File: config.mk
export PLATFORM = sky130hd
export DESIGN_NAME = id_ex_pipe_stage_flat
export DESIGN_NICKNAME = d
export VERILOG_FILES = /design/src/rtl/id_ex_pipe_stage_if.sv /design/src/rtl/id_ex_pipe_stage.sv /design/src/flat_wrapper.sv
export SDC_FILE = /design/constraint.sdc
export NUM_CORES = 1
export LEC_CHECK = 0
export CAP_MARGIN = 30
export CORE_MARGIN = 1.5
export CORE_UTILIZATION = 41
export CTS_BUF_LIST = sky130_fd_sc_hd__clkbuf_16
export CTS_CLUSTER_DIAMETER = 150
export DETAILED_ROUTE_END_ITERATION = 6
export PLACE_DENSITY = 0.78
export SKIP_CTS_REPAIR_TIMING = 1
export SYNTH_ARGS = -nofsm -noshare
export SYNTH_HDL_FRONTEND = slang
export SYNTH_SLANG_ARGS = --single-unit
File: constraint.sdc
create_clock -name clk -period 2.25 [get_ports clk]
set_input_delay 0.3375 -clock clk [delete_from_list [all_inputs] [get_ports clk]]
set_output_delay 0.3375 -clock clk [all_outputs]
set_load 0.03 [all_outputs]
File: src/rtl/id_ex_pipe_stage_if.sv
// rtl/id_ex_pipe_stage_if.sv - decode-side and execute-side handshake/payload bundle of the ID/EX stage
interface id_ex_pipe_stage_if #(
    parameter int DATA_W   = 32,
    parameter int NUM_DATA = 4,
    parameter int CTRL_W   = 16
);
    logic                       in_valid;
    logic                       in_ready;
    logic [NUM_DATA*DATA_W-1:0] in_data;
    logic [CTRL_W-1:0]          in_ctrl;
    logic                       out_valid;
    logic                       out_ready;
    logic [NUM_DATA*DATA_W-1:0] out_data;
    logic [CTRL_W-1:0]          out_ctrl;

    modport master (
        output in_valid, in_data, in_ctrl, out_ready,
        input  in_ready, out_valid, out_data, out_ctrl
    );

    modport slave (
        input  in_valid, in_data, in_ctrl, out_ready,
        output in_ready, out_valid, out_data, out_ctrl
    );
endinterface

File: src/rtl/id_ex_pipe_stage.sv
// rtl/id_ex_pipe_stage.sv - ID/EX stage register with handshake, hit stall, flush bubble and perf counters
// Optional skid entry (registered in_ready) enabled by defining ID_EX_SKID_EN.
module id_ex_pipe_stage #(
    parameter int DATA_W   = 32,
    parameter int NUM_DATA = 4,
    parameter int CTRL_W   = 16,
    parameter int CNT_W    = 16
) (
    input  logic                   clk,
    input  logic                   rst_n,
    input  logic                   hit,
    input  logic                   flush,
    id_ex_pipe_stage_if.slave      bus,
    output logic [CNT_W-1:0]       stall_cnt,
    output logic [CNT_W-1:0]       bubble_cnt
);
    localparam int PW = NUM_DATA * DATA_W;

    typedef enum logic [1:0] {EMPTY, HALF, FULL} stateT;

    stateT             state, nextState;
    logic [PW-1:0]     mData;
    logic [CTRL_W-1:0] mCtrl;
    logic              mValid;
    logic              inReady, inFire, outFire;
    logic              loadMIn, loadMS, loadS;

    assign mValid = (state != EMPTY);

`ifdef ID_EX_SKID_EN
    logic [PW-1:0]     sData;
    logic [CTRL_W-1:0] sCtrl;

    // Ready depends only on registered state: drops once S is occupied.
    assign inReady = rst_n & hit & ~flush & (state != FULL);
`else
    assign inReady = rst_n & hit & ~flush & (~mValid | bus.out_ready);
`endif

    assign inFire  = bus.in_valid & inReady;
    assign outFire = mValid & bus.out_ready & hit;

    always_ff @(posedge clk) begin
        if (!rst_n) state <= EMPTY;
        else        state <= nextState;
    end

    always_comb begin
        nextState = state;
        loadMIn   = 1'b0;
        loadMS    = 1'b0;
        loadS     = 1'b0;
        if (flush) begin
            nextState = EMPTY;
        end else begin
            case (state)
                EMPTY: if (inFire) begin
                    nextState = HALF;
                    loadMIn   = 1'b1;
                end
                HALF: begin
                    if (inFire && outFire) begin
                        loadMIn = 1'b1;
                    end else if (outFire) begin
                        nextState = EMPTY;
`ifdef ID_EX_SKID_EN
                    end else if (inFire) begin
                        nextState = FULL;
                        loadS     = 1'b1;
`endif
                    end
                end
`ifdef ID_EX_SKID_EN
                FULL: if (outFire) begin
                    nextState = HALF;
                    loadMS    = 1'b1;
                end
`endif
                default: nextState = EMPTY;
            endcase
        end
    end

    always_ff @(posedge clk) begin
        if (!rst_n) begin
            mData <= '0;
            mCtrl <= '0;
        end else if (loadMIn) begin
            mData <= bus.in_data;
            mCtrl <= bus.in_ctrl;
`ifdef ID_EX_SKID_EN
        end else if (loadMS) begin
            mData <= sData;
            mCtrl <= sCtrl;
`endif
        end
    end

`ifdef ID_EX_SKID_EN
    always_ff @(posedge clk) begin
        if (!rst_n) begin
            sData <= '0;
            sCtrl <= '0;
        end else if (loadS) begin
            sData <= bus.in_data;
            sCtrl <= bus.in_ctrl;
        end
    end
`else
    logic unusedSkid;
    assign unusedSkid = loadMS | loadS;
`endif

    always_ff @(posedge clk) begin
        if (!rst_n) begin
            stall_cnt  <= '0;
            bubble_cnt <= '0;
        end else begin
            if (!hit && stall_cnt != {CNT_W{1'b1}})
                stall_cnt <= stall_cnt + 1'b1;
            if (hit && !mValid && bubble_cnt != {CNT_W{1'b1}})
                bubble_cnt <= bubble_cnt + 1'b1;
        end
    end

    // Data registers keep their contents on flush; the valid gate hides stale control.
    assign bus.in_ready  = inReady;
    assign bus.out_valid = mValid;
    assign bus.out_data  = mData;
    assign bus.out_ctrl  = mValid ? mCtrl : '0;
endmodule

File: src/flat_wrapper.sv
// flat-port wrapper written by rule: the top's interface ports become plain ports
module id_ex_pipe_stage_flat 
#(
    parameter int DATA_W   = 32,
    parameter int NUM_DATA = 4,
    parameter int CTRL_W   = 16,
    parameter int CNT_W    = 16
)
  (clk, rst_n, hit, flush, stall_cnt, bubble_cnt, bus_in_valid, bus_in_data, bus_in_ctrl, bus_out_ready, bus_in_ready, bus_out_valid, bus_out_data, bus_out_ctrl);
  id_ex_pipe_stage_if #(.DATA_W(DATA_W), .NUM_DATA(NUM_DATA), .CTRL_W(CTRL_W)) bus_i ();
  input  logic clk;
  input  logic rst_n;
  input  logic hit;
  input  logic flush;
  output logic [CNT_W-1:0] stall_cnt;
  output logic [CNT_W-1:0] bubble_cnt;
  input wire logic [$bits(bus_i.in_valid)-1:0] bus_in_valid;
  input wire logic [$bits(bus_i.in_data)-1:0] bus_in_data;
  input wire logic [$bits(bus_i.in_ctrl)-1:0] bus_in_ctrl;
  input wire logic [$bits(bus_i.out_ready)-1:0] bus_out_ready;
  output wire logic [$bits(bus_i.in_ready)-1:0] bus_in_ready;
  output wire logic [$bits(bus_i.out_valid)-1:0] bus_out_valid;
  output wire logic [$bits(bus_i.out_data)-1:0] bus_out_data;
  output wire logic [$bits(bus_i.out_ctrl)-1:0] bus_out_ctrl;
  assign bus_i.in_valid = bus_in_valid;
  assign bus_i.in_data = bus_in_data;
  assign bus_i.in_ctrl = bus_in_ctrl;
  assign bus_i.out_ready = bus_out_ready;
  assign bus_in_ready = bus_i.in_ready;
  assign bus_out_valid = bus_i.out_valid;
  assign bus_out_data = bus_i.out_data;
  assign bus_out_ctrl = bus_i.out_ctrl;
  id_ex_pipe_stage #(.DATA_W(DATA_W), .NUM_DATA(NUM_DATA), .CTRL_W(CTRL_W), .CNT_W(CNT_W)) u_core (.clk(clk), .rst_n(rst_n), .hit(hit), .flush(flush), .bus(bus_i), .stall_cnt(stall_cnt), .bubble_cnt(bubble_cnt));
endmodule
* Word level (Yosys, flattened, before mapping)
Cells that the tools add are included.
Widths: inputs -> output; s select.
** Operators by class
- $add $sub $neg :: 2
- Equal/unequal tests :: 6
- Muxes and demuxes :: 9
- Bitwise gates (word level) :: 10
- Reduce and logical (&&, ||, !) cells :: 10
** Operator list (number)
- $add 16x1->16 const B :: 2
- $ne 16x16->1 const B :: 2
- $mux 16 :: 1
- $and 1x1->1 :: 6
- $mux 2 :: 3
- $logic_and 1x1->1 :: 4
- $ne 2x1->1 const B :: 2
- $pmux 2 s2 :: 1
- $mux 1 :: 3
- $not 1->1 :: 3
- $reduce_and 3->1 :: 1
- $eq 2x1->1 const B :: 1
- $logic_not 1->1 :: 2
- $logic_not 2->1 :: 1
- $ne 2x2->1 const B :: 1
- $pmux 1 s2 :: 1
- $reduce_bool 2->1 :: 1
- $reduce_or 2->1 :: 1
- $or 1x1->1 :: 1
** Storage, ports and cells
- Bits in registers :: 178
- Bits of input ports :: 150
- Output and inout bits :: 178
- Logic and storage cells :: 42

* Longest topological paths before layout
- Word-level depth :: 9
- Mapped depth :: 7
- Mapped depth without buffers :: 5

* Worst setup path before layout
No wires, ideal clock.
- Path kind :: register to register
- Start :: register u_core.stall_cnt[0]
- End :: register u_core.stall_cnt[0]
- Setup time :: 0.128 ns
- Data arrival time :: 1.881 ns
- Data required time :: 2.122 ns
- Path slack :: 0.242 ns
- Stages on the path, launching flop included :: 8
- Buffers on the path :: 2
- Clock period less this slack :: 2.008 ns
- Path through :: dfxtp_1 > ha_1 > nand4_1 > o41ai_2 > buf_2 > buf_4 > xor2_1 > nor2_1
** On the way
- Word-level cells in the longest chain between the ends :: 2
- Elaborated cells between the ends (all ways) :: 3
- Classes of those cells :: add/sub: 1; eq/ne: 1; reduce/logical: 1
** Ends and longest elaborated chain
- start: declaration :: line id_ex_pipe_stage.sv:14 : output logic [CNT_W-1:0] stall_cnt,
- start signal: assignment :: line id_ex_pipe_stage.sv:120 : stall_cnt <= stall_cnt + 1'b1;
- branches (longest 2 deep; another with $add 16x1->16)
Parallel ways; which one is timed is not known.
A chain may end at the register's enable or synchronous reset.

* Worst setup path in the final report
- Start :: register u_core.state[0]
- End :: output bus_out_ctrl[15]
** On the way
- Word-level cells in the longest chain between the ends :: 2
** Ends and longest elaborated chain
- start: declaration :: line id_ex_pipe_stage.sv:21 : stateT state, nextState;
- start signal: assignment :: line id_ex_pipe_stage.sv:45 : else state <= nextState;
- $reduce_bool 2->1 :: line id_ex_pipe_stage.sv:28 : assign mValid = (state != EMPTY);
- $mux 16 :: line id_ex_pipe_stage.sv:130 : assign bus.out_ctrl = mValid ? mCtrl : '0;
- end: declaration :: line flat_wrapper.sv:24 : output wire logic [$bits(bus_i.out_ctrl)-1:0] bus_out_ctrl;
No other way between the ends.

==> impl_metrics.csv <==
group,metric,value,unit
yosys,syn_nets,990,
detailed_routing,drtAntennaViolNets,0,
sta,holdWs,449,ps
detailed_routing,drc,0,
sta,fin_crit,2130,ps
setup_path,endpoint_kind,"primary output",
sta,setup_tns,0,ps
setup_path,critical_path.top_delay_family,"buffers and inverters",
yosys,synth_top_area_share,53.0,%
global_route,grt_pass1_wl,30.7,mm
power_and_ir_drop,p_leak,3.70,nW
yosys,dominantRegCellSynth,"dfxtp_1",
yosys,async_reset_ff_share,0,%
placement,portBuffers,327,
setup_path,critPathBufInv,1,
power_and_ir_drop,share_comb_of_total_power,10.6,%
yosys,synth_warnings,0,
final_layout,drive_above_1_share,5.08,%
detailed_routing,firstDrtPassIters,4,
detailed_routing,drtIter0Drc,334,
setup_path,critPathRequiredTime,1910,ps
power_and_ir_drop,clock_power_share,42.4,%
final_layout,syn_to_final_growth,61.7,%
die,core,0.0159,mm^2
setup_path,path_cells,"and2_1, clkdlybuf4s50_1",
setup_path,arrival,1790,ps
sta,fmax,0.470,GHz
yosys,yosys_register_bits,177,
placement,placed_cells,1347,
cts,clockBufferDepth,2,
global_route,antenna_found_initial,0,
cts,tritoncts,"built",
final_layout,fillers,1316,
setup_path,cp_slowest_cell,"clkdlybuf4s50_1",
job,drv_cap,0,
power_and_ir_drop,p_switching,1.56,mW
yosys,yosysSeqAreaShare,53.0,%
sta,slew_headroom,60.0,%
outcome,status,"finished clean",
yosys,synth_area_leaders,"dfxtp_1 (53%), nand2_1 (17%), a21oi_1 (12%), clkbuf_1 (2.1%), and2_1 (1.5%)",
detailed_routing,vias_per_cell,4.88,
sta,rsz0062_at_grt,"false",
final_layout,multiInputGateArea,0.00290,mm^2
detailed_routing,vias,6728,
sta,hold_viol,0,
power_and_ir_drop,powerDensity,634,mW/mm^2
global_route,grt_pass1_vias,6217,
sta,worst_pin_slew,600,ps
setup_path,startpoint_type,"flop",
power_and_ir_drop,seq_power_share,47.1,%
cts,clkTransAtPathRegs,60,ps
hold_path,hold_class,"flop to flop",
die,die_height,131,um
final_layout,seq_area,0.00355,mm^2
setup_path,worstPathMaxFanout,20,
yosys,yosysUniqueCellTypes,44,
cts,clock-sinks,177,
final_layout,instances_no_fill,1378,
yosys,avgSynthCellArea,7.98,um^2
power_and_ir_drop,peakVddDrop,500,uV
sta,period_share,94.6,%
detailed_routing,routed_wl,20.4,mm
sta,skew,6.14,ps
sta,setup_viol,0,
cts,cts_htree_levels,4,
die,rows,46,
setup_path,max_stage_delay,730,ps
final_layout,finalCoreUtilization,68.1,%
die,dieWidth,131,um
yosys,yosys.area.top_type,"dfxtp_1",
sta,worst_slack,123,ps
final_layout,nets,1302,
placement,dp_hpwl,14.4,mm
global_route,grtUsageTotal,23.1,%
yosys,synth_edf_count,0,
global_route,overflow,0,
cts,numCtsBuffers,17,
power_and_ir_drop,intPower,5.30,mW
detailed_routing,wl_per_cell,14.8,um
cts,insertion_delay,420,ps
placement,post-place-ws,68.3,ps
global_route,grt_max_degree,88,
yosys,netlist_instances,838,
power_and_ir_drop,swShare,22.7,%
placement,gp_congestion,0.770,
sta,finalMaxSlewViolations,0,
final_layout,antenna_cells,0,
die,ios,328,
yosys,syn_area,0.00669,mm^2
die,dieArea,0.0171,mm^2
die,initial_core_util,42.1,%
setup_path,worstSetupPathType,"flop to primary output",
cts,cts-root-buf,"clkbuf_16",
-- state kept, by name, summed over array words and instances, names as in the netlist --
signal / count
u_core.state: 1
u_core.bubble_cnt: 16
u_core.mCtrl: 16
u_core.stall_cnt: 16
u_core.bus.out_data: 128
-- worst reg2reg max path, cell delays in order (launching register included) --
cell	delay, ps
dfxtp_1	340
ha_1	180
nand4_1	190
o41ai_4	640
buf_4	270
xor2_1	170
nor2_1	70
-- cell usage in the layout, fill, tap and decap left out, drive strengths merged, types with 9 or more instances in the layout --
| cell | count |
|---|---|
| clkdlybuf4s50 | 326 |
| nand2 | 306 |
| dfxtp | 177 |
| a21oi | 160 |
| buf | 25 |
| clkbuf | 17 |
| and2 | 16 |
| or3 | 12 |
| o21ai | 12 |
| nand4 | 10 |
| nand3 | 9 |
| nand2b | 9 |
-- final cells by class --
cell class	instances	area share, %
flip-flops and latches	177	32.8
inverters	5	0.197
well taps	216	2.50
multi-input cells	598	26.8
clock buffers	17	3.93
repair buffers	351	32.5
clock inverters	14	1.39
-- metrics by stage --
stage | power [mW] | instance area, um^2
floorplan | 3.58 | 6690
global placement | 4.02 | 10200
detailed placement | 4.02 | 10200
CTS | 6.92 | 10800
global route | 7.11 | 10800
finish | 6.86 | 10800
-- synthesized netlist by cell type, types with 6 or more instances --
master,number
a21oi_1,160
and2_1,16
buf_2,18
nand4_1,8
o21ai_0,11
dfxtp_1,177
nor4_1,6
clkbuf_1,37
nand2_1,306
nand2b_1,8
mux2i_1,7
or4_1,6
or3_1,12
nand3_1,9
-- power groups by stage --
| stage | registers (mW) | logic [mW] | clock network, mW |
|---|---|---|---|
| 2_1_floorplan | 3.41 | 0.177 | 0 |
| 3_3_place_gp | 3.30 | 0.720 | 0 |
| 3_5_place_dp | 3.30 | 0.723 | 0 |
| 4_1_cts | 3.23 | 0.728 | 2.97 |
| 5_1_grt | 3.23 | 0.777 | 3.10 |
| 6_report | 3.23 | 0.725 | 2.90 |
-- cells by family after synthesis --
family / share of synthesized area [%]
DFF: 53.0
and+or+nand+nor: 26.2
AOI/OAI and AO/OA: 15.2
xor gates and xnor gates: 0.262
adders and majority gates: 0.374
buffers and inverters: 3.98
muxes: 1.05
-- metal layers --
| metal | vias up | share of wire (%) | GRT usage, % |
|---|---|---|---|
| met3 | 40 | 10 | 9.16 |
| met5 | - | 0 | 0 |
| met2 | 243 | 49 | 39.2 |
| met4 | 0 | 2.9 | 10.7 |
| met1 | 3026 | 38 | 25.4 |
| li1 | 3419 | - | - |
-- path summary, 6_finish.rpt --
path	from	to	slack (ps)	cells after the start
hold reg to reg	u_core.mCtrl[14]	u_core.mCtrl[14]	450	2
setup / recovery	u_core.state[0]	bus_out_ctrl[15]	120	2
hold / removal	u_core.mCtrl[14]	u_core.mCtrl[14]	450	2
setup reg to reg	u_core.stall_cnt[0]	u_core.stall_cnt[0]	290	6
Note: power is estimated with default switching activity, not from simulation.
